[src/rtl/pe_mac_sequencer_if.sv]
// ----------------------------------------------------------------------------
// pe_mac_sequencer_if
// Bundles the command, operand, result and PE-side signals of one
// pe_mac_sequencer.
//   master : sequencer view (drives cmd_ready, op_ready, res_*, busy, pe_*)
//   slave  : environment view (command source, operand fetch, result sink, PE)
// Ports carried:
//   cmd_valid/cmd_ready/cmd_len        command handshake + vector length
//   op_valid/op_ready/op_a/op_b        operand-pair stream
//   res_valid/res_ready/res_data/res_err  result handshake
//   busy                               high outside IDLE
//   pe_reset/pe_start/pe_ack/pe_a/pe_b PE controls and operands
//   pe_ready/pe_s                      PE status and accumulator value
// ----------------------------------------------------------------------------
interface pe_mac_sequencer_if #(
   parameter int unsigned PRECISION        = 8,
   parameter int unsigned OUTPUT_PRECISION = 32,
   parameter int unsigned LEN_W            = 8
) ();
   logic                        cmd_valid;
   logic                        cmd_ready;
   logic [LEN_W-1:0]            cmd_len;
   logic                        op_valid;
   logic                        op_ready;
   logic [PRECISION-1:0]        op_a;
   logic [PRECISION-1:0]        op_b;
   logic                        res_valid;
   logic                        res_ready;
   logic [OUTPUT_PRECISION-1:0] res_data;
   logic                        res_err;
   logic                        busy;
   logic                        pe_reset;
   logic                        pe_start;
   logic [PRECISION-1:0]        pe_a;
   logic [PRECISION-1:0]        pe_b;
   logic                        pe_ready;
   logic                        pe_ack;
   logic [OUTPUT_PRECISION-1:0] pe_s;

   modport master (
      input  cmd_valid, cmd_len, op_valid, op_a, op_b, res_ready, pe_ready, pe_s,
      output cmd_ready, op_ready, res_valid, res_data, res_err, busy,
             pe_reset, pe_start, pe_a, pe_b, pe_ack
   );

   modport slave (
      output cmd_valid, cmd_len, op_valid, op_a, op_b, res_ready, pe_ready, pe_s,
      input  cmd_ready, op_ready, res_valid, res_data, res_err, busy,
             pe_reset, pe_start, pe_a, pe_b, pe_ack
   );
endinterface

[src/rtl/pe_mac_sequencer.sv]
// ----------------------------------------------------------------------------
// pe_mac_sequencer
// Runs one dot product of cmd_len operand pairs through a single MAC PE:
// clears the PE, streams operand pairs into it one at a time, completes the
// PE ready/ack handshake for every operation and returns the final sum (or a
// timeout error) on a valid/ready result port.
// Ports:
//   CLK    clock, rising edge
//   reset  synchronous active-high reset
//   bus    pe_mac_sequencer_if.master (command, operand, result, PE signals)
// ----------------------------------------------------------------------------
module pe_mac_sequencer #(
   parameter int unsigned PRECISION        = 8,
   parameter int unsigned OUTPUT_PRECISION = 32,
   parameter int unsigned LEN_W            = 8,
   parameter int unsigned TIMEOUT          = 16
) (
   input logic                CLK,
   input logic                reset,
   pe_mac_sequencer_if.master bus
);

   localparam int unsigned     TW       = (TIMEOUT < 2) ? 1 : $clog2(TIMEOUT);
   localparam logic [TW-1:0]   TMO_LAST = TW'(TIMEOUT - 1);

   typedef enum logic [3:0] {
      S_IDLE,
      S_CLR,
      S_CLR_WAIT,
      S_CLR_ACK,
      S_FETCH,
      S_MAC,
      S_WAIT,
      S_ACK,
      S_RESULT
   } state_t;

   state_t                      r_state;
   state_t                      w_state_nxt;

   logic [LEN_W-1:0]            r_len;
   logic [LEN_W-1:0]            r_count;
   logic [LEN_W-1:0]            w_count_inc;
   logic [TW-1:0]               r_timer;
   logic [OUTPUT_PRECISION-1:0] r_res_data;
   logic                        r_res_err;
   logic [PRECISION-1:0]        r_pe_a;
   logic [PRECISION-1:0]        r_pe_b;

   logic w_cmd_ready, w_op_ready, w_res_valid;
   logic w_pe_reset, w_pe_start, w_pe_ack;
   logic w_accept, w_take, w_capture, w_timeout, w_res_done;
   logic w_timer_clr, w_timer_inc, w_tmo_hit;

   assign w_count_inc = r_count + LEN_W'(1);
   assign w_tmo_hit   = (r_timer == TMO_LAST);

   always_ff @(posedge CLK) begin
      if (reset) begin
         r_state <= S_IDLE;
      end else begin
         r_state <= w_state_nxt;
      end
   end

   always_comb begin
      w_state_nxt = r_state;
      w_cmd_ready = 1'b0;
      w_op_ready  = 1'b0;
      w_res_valid = 1'b0;
      w_pe_reset  = 1'b0;
      w_pe_start  = 1'b0;
      w_pe_ack    = 1'b0;
      w_accept    = 1'b0;
      w_take      = 1'b0;
      w_capture   = 1'b0;
      w_timeout   = 1'b0;
      w_res_done  = 1'b0;
      w_timer_clr = 1'b0;
      w_timer_inc = 1'b0;
      case (r_state)
         S_IDLE: begin
            w_cmd_ready = 1'b1;
            if (bus.cmd_valid) begin
               w_accept    = 1'b1;
               w_timer_clr = 1'b1;
               w_state_nxt = S_CLR;
            end
         end
         S_CLR: begin
            w_pe_reset  = 1'b1;
            w_timer_clr = 1'b1;
            w_state_nxt = S_CLR_WAIT;
         end
         S_CLR_WAIT: begin
            if (bus.pe_ready) begin
               w_state_nxt = S_CLR_ACK;
            end else if (w_tmo_hit) begin
               w_timeout   = 1'b1;
               w_state_nxt = S_RESULT;
            end else begin
               w_timer_inc = 1'b1;
            end
         end
         S_CLR_ACK: begin
            w_pe_ack    = 1'b1;
            w_state_nxt = (r_len == '0) ? S_RESULT : S_FETCH;
         end
         S_FETCH: begin
            w_op_ready = 1'b1;
            if (bus.op_valid) begin
               w_take      = 1'b1;
               w_state_nxt = S_MAC;
            end
         end
         S_MAC: begin
            w_pe_start  = 1'b1;
            w_timer_clr = 1'b1;
            w_state_nxt = S_WAIT;
         end
         S_WAIT: begin
            if (bus.pe_ready) begin
               w_state_nxt = S_ACK;
            end else if (w_tmo_hit) begin
               w_timeout   = 1'b1;
               w_state_nxt = S_RESULT;
            end else begin
               w_timer_inc = 1'b1;
            end
         end
         S_ACK: begin
            w_pe_ack    = 1'b1;
            w_capture   = 1'b1;
            w_state_nxt = (w_count_inc == r_len) ? S_RESULT : S_FETCH;
         end
         S_RESULT: begin
            w_res_valid = 1'b1;
            if (bus.res_ready) begin
               w_res_done  = 1'b1;
               w_state_nxt = S_IDLE;
            end
         end
         default: begin
            w_state_nxt = S_IDLE;
         end
      endcase
   end

   // res_data is cleared on command accept, so a CLR_WAIT timeout or an
   // empty vector reports 0 and a WAIT timeout reports the last captured sum.
   always_ff @(posedge CLK) begin
      if (reset) begin
         r_len      <= '0;
         r_count    <= '0;
         r_timer    <= '0;
         r_res_data <= '0;
         r_res_err  <= 1'b0;
         r_pe_a     <= '0;
         r_pe_b     <= '0;
      end else begin
         if (w_accept) begin
            r_len      <= bus.cmd_len;
            r_count    <= '0;
            r_res_data <= '0;
            r_res_err  <= 1'b0;
         end
         if (w_timer_clr) begin
            r_timer <= '0;
         end else if (w_timer_inc) begin
            r_timer <= r_timer + TW'(1);
         end
         if (w_take) begin
            r_pe_a <= bus.op_a;
            r_pe_b <= bus.op_b;
         end
         if (w_capture) begin
            r_res_data <= bus.pe_s;
            r_count    <= w_count_inc;
         end
         if (w_timeout) begin
            r_res_err <= 1'b1;
         end else if (w_res_done) begin
            r_res_err <= 1'b0;
         end
      end
   end

   // Outputs are forced to 0 for the whole time reset is high, not only
   // from the first reset edge onward.
   assign bus.cmd_ready = w_cmd_ready & ~reset;
   assign bus.op_ready  = w_op_ready  & ~reset;
   assign bus.res_valid = w_res_valid & ~reset;
   assign bus.pe_reset  = w_pe_reset  & ~reset;
   assign bus.pe_start  = w_pe_start  & ~reset;
   assign bus.pe_ack    = w_pe_ack    & ~reset;
   assign bus.busy      = (r_state != S_IDLE) & ~reset;
   assign bus.res_err   = r_res_err & ~reset;
   assign bus.res_data  = reset ? '0 : r_res_data;
   assign bus.pe_a      = reset ? '0 : r_pe_a;
   assign bus.pe_b      = reset ? '0 : r_pe_b;

endmodule

[src/flat_wrapper.sv]
// flat-port wrapper written by rule: the top's interface ports become plain ports
module pe_mac_sequencer_flat 
#(
   parameter int unsigned PRECISION        = 8,
   parameter int unsigned OUTPUT_PRECISION = 32,
   parameter int unsigned LEN_W            = 8,
   parameter int unsigned TIMEOUT          = 16
)
  (CLK, reset, bus_cmd_valid, bus_cmd_len, bus_op_valid, bus_op_a, bus_op_b, bus_res_ready, bus_pe_ready, bus_pe_s, bus_cmd_ready, bus_op_ready, bus_res_valid, bus_res_data, bus_res_err, bus_busy, bus_pe_reset, bus_pe_start, bus_pe_a, bus_pe_b, bus_pe_ack);
  pe_mac_sequencer_if #(.PRECISION(PRECISION), .OUTPUT_PRECISION(OUTPUT_PRECISION), .LEN_W(LEN_W)) bus_i ();
  input logic CLK;
  input logic reset;
  input wire logic [$bits(bus_i.cmd_valid)-1:0] bus_cmd_valid;
  input wire logic [$bits(bus_i.cmd_len)-1:0] bus_cmd_len;
  input wire logic [$bits(bus_i.op_valid)-1:0] bus_op_valid;
  input wire logic [$bits(bus_i.op_a)-1:0] bus_op_a;
  input wire logic [$bits(bus_i.op_b)-1:0] bus_op_b;
  input wire logic [$bits(bus_i.res_ready)-1:0] bus_res_ready;
  input wire logic [$bits(bus_i.pe_ready)-1:0] bus_pe_ready;
  input wire logic [$bits(bus_i.pe_s)-1:0] bus_pe_s;
  output wire logic [$bits(bus_i.cmd_ready)-1:0] bus_cmd_ready;
  output wire logic [$bits(bus_i.op_ready)-1:0] bus_op_ready;
  output wire logic [$bits(bus_i.res_valid)-1:0] bus_res_valid;
  output wire logic [$bits(bus_i.res_data)-1:0] bus_res_data;
  output wire logic [$bits(bus_i.res_err)-1:0] bus_res_err;
  output wire logic [$bits(bus_i.busy)-1:0] bus_busy;
  output wire logic [$bits(bus_i.pe_reset)-1:0] bus_pe_reset;
  output wire logic [$bits(bus_i.pe_start)-1:0] bus_pe_start;
  output wire logic [$bits(bus_i.pe_a)-1:0] bus_pe_a;
  output wire logic [$bits(bus_i.pe_b)-1:0] bus_pe_b;
  output wire logic [$bits(bus_i.pe_ack)-1:0] bus_pe_ack;
  assign bus_i.cmd_valid = bus_cmd_valid;
  assign bus_i.cmd_len = bus_cmd_len;
  assign bus_i.op_valid = bus_op_valid;
  assign bus_i.op_a = bus_op_a;
  assign bus_i.op_b = bus_op_b;
  assign bus_i.res_ready = bus_res_ready;
  assign bus_i.pe_ready = bus_pe_ready;
  assign bus_i.pe_s = bus_pe_s;
  assign bus_cmd_ready = bus_i.cmd_ready;
  assign bus_op_ready = bus_i.op_ready;
  assign bus_res_valid = bus_i.res_valid;
  assign bus_res_data = bus_i.res_data;
  assign bus_res_err = bus_i.res_err;
  assign bus_busy = bus_i.busy;
  assign bus_pe_reset = bus_i.pe_reset;
  assign bus_pe_start = bus_i.pe_start;
  assign bus_pe_a = bus_i.pe_a;
  assign bus_pe_b = bus_i.pe_b;
  assign bus_pe_ack = bus_i.pe_ack;
  pe_mac_sequencer #(.PRECISION(PRECISION), .OUTPUT_PRECISION(OUTPUT_PRECISION), .LEN_W(LEN_W), .TIMEOUT(TIMEOUT)) u_core (.CLK(CLK), .reset(reset), .bus(bus_i));
endmodule
[config.mk]
export PLATFORM = sky130hd
export DESIGN_NAME = pe_mac_sequencer_flat
export DESIGN_NICKNAME = d
export VERILOG_FILES = /design/src/rtl/pe_mac_sequencer_if.sv /design/src/rtl/pe_mac_sequencer.sv /design/src/flat_wrapper.sv
export SDC_FILE = /design/constraint.sdc
export NUM_CORES = 1
export LEC_CHECK = 0
export ABC_AREA = 1
export CORE_MARGIN = 2
export CORE_UTILIZATION = 50
export CTS_BUF_LIST = sky130_fd_sc_hd__clkbuf_4 sky130_fd_sc_hd__clkbuf_8
export CTS_CLUSTER_DIAMETER = 150
export DETAILED_ROUTE_END_ITERATION = 8
export DONT_BUFFER_PORTS = 1
export GPL_ROUTABILITY_DRIVEN = 0
export SYNTH_ARGS = -nofsm -noshare
export SYNTH_HDL_FRONTEND = slang
export SYNTH_SLANG_ARGS = --single-unit
[constraint.sdc]
create_clock -name CLK -period 1.99 [get_ports CLK]
set_clock_uncertainty 0.2 [all_clocks]
set_input_delay 0.398 -clock CLK [delete_from_list [all_inputs] [get_ports CLK]]
set_output_delay 0.398 -clock CLK [all_outputs]
set_load 0.005 [all_outputs]
==> summary.txt <==
Drt
  – DRC violations left: 0
  – Detailed Route Iter0 Violations: between 150 and 200
  – Drt via density: between 5 and 6
  – Drt wl/cell: 14.0 um
  – Remaining antenna violation count: 0
  – Number of detailed-routing iterations run before antenna repair: 4
  – Wirelength, routed: approximately 7600 um
  – DR vias: just under 3000

Global route
  – Largest net degree at the start of global routing: just under 60
  – Number of global-route vias before repair: 2651
  – First-pass GRT wire length: around 12000 um
  – GR Overflow Total: 0
  – Initial antenna violation count: 0
  – GRT Total Usage: 20.9%

Logic synthesis
  – Dominant synthesized flop cell: sky130_fd_sc_hd__dfxtp_1
  – Net count after synthesis: 522
  – Average cell area after synthesis: between 7 and 8 um2
  – Biggest area consumer among synthesized cells: sky130_fd_sc_hd__dfxtp_1
  – Top cells by count, synth: sky130_fd_sc_hd__inv_1, sky130_fd_sc_hd__dfxtp_1, sky130_fd_sc_hd__nor2_1, sky130_fd_sc_hd__nand2_1, sky130_fd_sc_hd__a21oi_1
  – Netlist cell types: 28
  – Post-synthesis async set-or-reset flop share: 0%
  – Yosys warning total: 0
  – Synth area leaders: sky130_fd_sc_hd__dfxtp_1, sky130_fd_sc_hd__a32o_1, sky130_fd_sc_hd__inv_1
  – Share of synthesized area occupied by flip-flops and latches: a little over two fifths
  – Mapped cell area: approximately 0.0034 mm2
  – Gate Count Post-Synth: around 460
  – Most common cell in the synthesized netlist: sky130_fd_sc_hd__inv_1
  – Seq cells post-synth: 73
  – Number of enable flip-flop cells after synthesis: 0
  – Top cell type's share of synthesized area: 43.4%

Finish
  – Count of antenna diodes in the layout: 0
  – Filler Cells Inserted: 633
  – Combined area of the multi-input logic cells: 0.00147 mm2
  – Final Non-Filler Cells: 545
  – Layout net count: around 530
  – Area added between synthesis and finish: 11.0%
  – Fraction of layout cells with a size suffix above 1: 8.12%
  – Area occupied by registers: 0.00146 mm2
  – Core utilization of the finished layout: between 50 and 60%

Worst setup path
  – Master of the slowest instance on the critical path: sky130_fd_sc_hd__dfxtp_1
  – Critical Path Start Type: flop
  – Critical Path End Type: output pin
  – Worst Path Max Fanout: 8
  – Data required time at the worst endpoint: around 1.4 ns
  – Class of the most critical setup path: flop to output pin
  – Cell chain of the critical path: nor2_2 > nand2_1 > inv_2 > nor2_1
  – Arr. time, crit path: 1.29 ns
  – R2R Setup Slk: between 0.2 and 0.3 ns
  – Largest incremental delay on the critical path: ~0.53 ns

CTS
  – Buffers from clock root to sink, at most: 2
  – Clock Root Buffer: sky130_fd_sc_hd__clkbuf_8
  – Maximum level of the CTS H-tree: 3
  – Number of clock sinks: 73
  – TritonCTS clock tree: built
  – Worst skew pair latency: roughly 0.34 ns
  – Reg clk slew, reported paths: roughly 0.080 ns
  – Inserted Clock Buffers: 9

Floorplan
  – Number of top-level pins: ~120
  – Row cnt: 29
  – Chip height: roughly 86 um
  – Initial core utilization: between 50 and 60%
  – Area of the core region: approximately 0.0064 mm2
  – Die outline area: ~0.0074 mm2
  – Die outline width: around 86 um

STA
  – Minimum clock period after layout: ~1.9 ns
  – Final Worst Setup Slack: approximately 0.10 ns
  – Final-report setup violation count: 0
  – Highest clock frequency the design can meet: between 500 and 600 MHz
  – Post-route setup TNS: 0 ns
  – Worst slew slack as a fraction of its limit: between 60% and 70%
  – Number of hold-slack violations in the final timing report: 0
  – Worst Tran Pin Value: a little under 0.6 ns
  – Post-route fraction of the period consumed by the critical path: between 90 and 100%
  – Min Hold Slack: 0.0163 ns
  – Final Max Slew Viols: 0

Pwr
  – Peak supply drop: around 0.35 mV
  – Power density of the placed cells: 764 mW/mm2
  – Static power due to leakage: between 0.001 and 0.0015 uW

Flow run
  – Number of violations of the max-capacitance limit: 0

Placed design
  – Minimum setup slack after placement: 0.271 ns
  – IO buf count: 0
  – Placed Cells: just over 500
  – Half-perimeter wire length of the detailed placement result: slightly above 5000 um

Hold path
  – Worst Hold Class: primary input to flop

Run status
  – Result of the run: finished clean
kinds of logic after synthesis:
logic type | Yosys count | share of synthesized area (%)
and+or+nand+nor | 167 | 21.6
DFF | 73 | 43.4
AOI/OAI and AO/OA | 104 | 20.6
adders and majority gates | 2 | 0.743
buffers and inverters | 110 | 13.1
xor gates and xnor gates | 2 | 0.520
where the power goes:
group / internal (uW) / switching (uW) / total (uW)
combinational: 112 / 206 / 318
sequential: 1500 / 26.5 / 1520
clock: 475 / 543 / 1020
total: 2080 / 775 / 2860
placed cells by master (no fill, tap or decap), types with 8 or more instances in the layout:
cell                            instances
sky130_fd_sc_hd__nor2_1                68
sky130_fd_sc_hd__inv_1                 77
sky130_fd_sc_hd__nand2_1               47
sky130_fd_sc_hd__a21oi_1               40
sky130_fd_sc_hd__o21ai_0               26
sky130_fd_sc_hd__a32o_1                32
sky130_fd_sc_hd__nand3_1               31
sky130_fd_sc_hd__dlygate4sd3_1         14
sky130_fd_sc_hd__dfxtp_1               73
sky130_fd_sc_hd__nor3_1                 8
sky130_fd_sc_hd__clkbuf_8              10
worst paths after layout:
check	from	endpoint	cells past startpoint
worst max register to register	u_core.r_count[0]	u_core.r_state[2]	10
worst max-delay path	u_core.r_state[3]	bus_busy	4
worst min register to register	u_core.r_pe_a[3]	u_core.r_pe_a[3]	2
worst min-delay path	bus_pe_s[22]	u_core.r_res_data[22]	1
flip-flops by register name (all words and copies together) (netlist names):
name               count
u_core.r_pe_a          8
u_core.r_count         8
u_core.r_len           8
u_core.r_timer         4
u_core.r_pe_b          8
u_core.r_res_data     32
u_core.r_state         4
u_core.r_res_err       1
layer usage:
| layer | up-vias | track usage [%] | wire (um) |
|---|---|---|---|
| met2 | 106 | 33.1 | 3550 |
| met4 | 0 | 7.79 | 90 |
| met3 | 8 | 5.87 | 626 |
| met1 | 1283 | 27.1 | 3340 |
| li1 | 1517 | - | - |
| met5 | - | 0 | 0 |
critical path: cells and delay by family, from the launching register on:
kind                   cells  cell delay [ns]
AND/OR/NAND/NOR            3             0.35
buffers and inverters      1             0.07
flip-flops                 1             0.53
per-stage QoR:
| step | instance area [um2] | power, uW |
|---|---|---|
| after global placement | 3420 | 1850 |
| after detailed placement | 3420 | 1850 |
| after CTS | 3700 | 2880 |
| after floorplan | 3370 | 1800 |
| after global routing | 3740 | 2980 |
| final | 3740 | 2860 |
area by class of cell:
| class | instances | share of cell area [%] |
|---|---|---|
| Timing Repair Buffer | 23 | 6.23 |
| Tap cell | 77 | 2.58 |
| Multi-Input combinational cell | 275 | 39.3 |
| Clock inverter | 5 | 0.870 |
| Inverter | 82 | 8.24 |
| Clock buffer | 10 | 3.68 |
| Sequential cell | 73 | 39.1 |
timing repair:
item,4_1_cts,5_1_grt
resized for setup,0,1
endpoints found under the setup margin,0,1
endpoints found under the hold margin,22,3
buffers inserted,0,0
hold buffers,11,3
No activity file was read; power rests on OpenSTA's default activity.
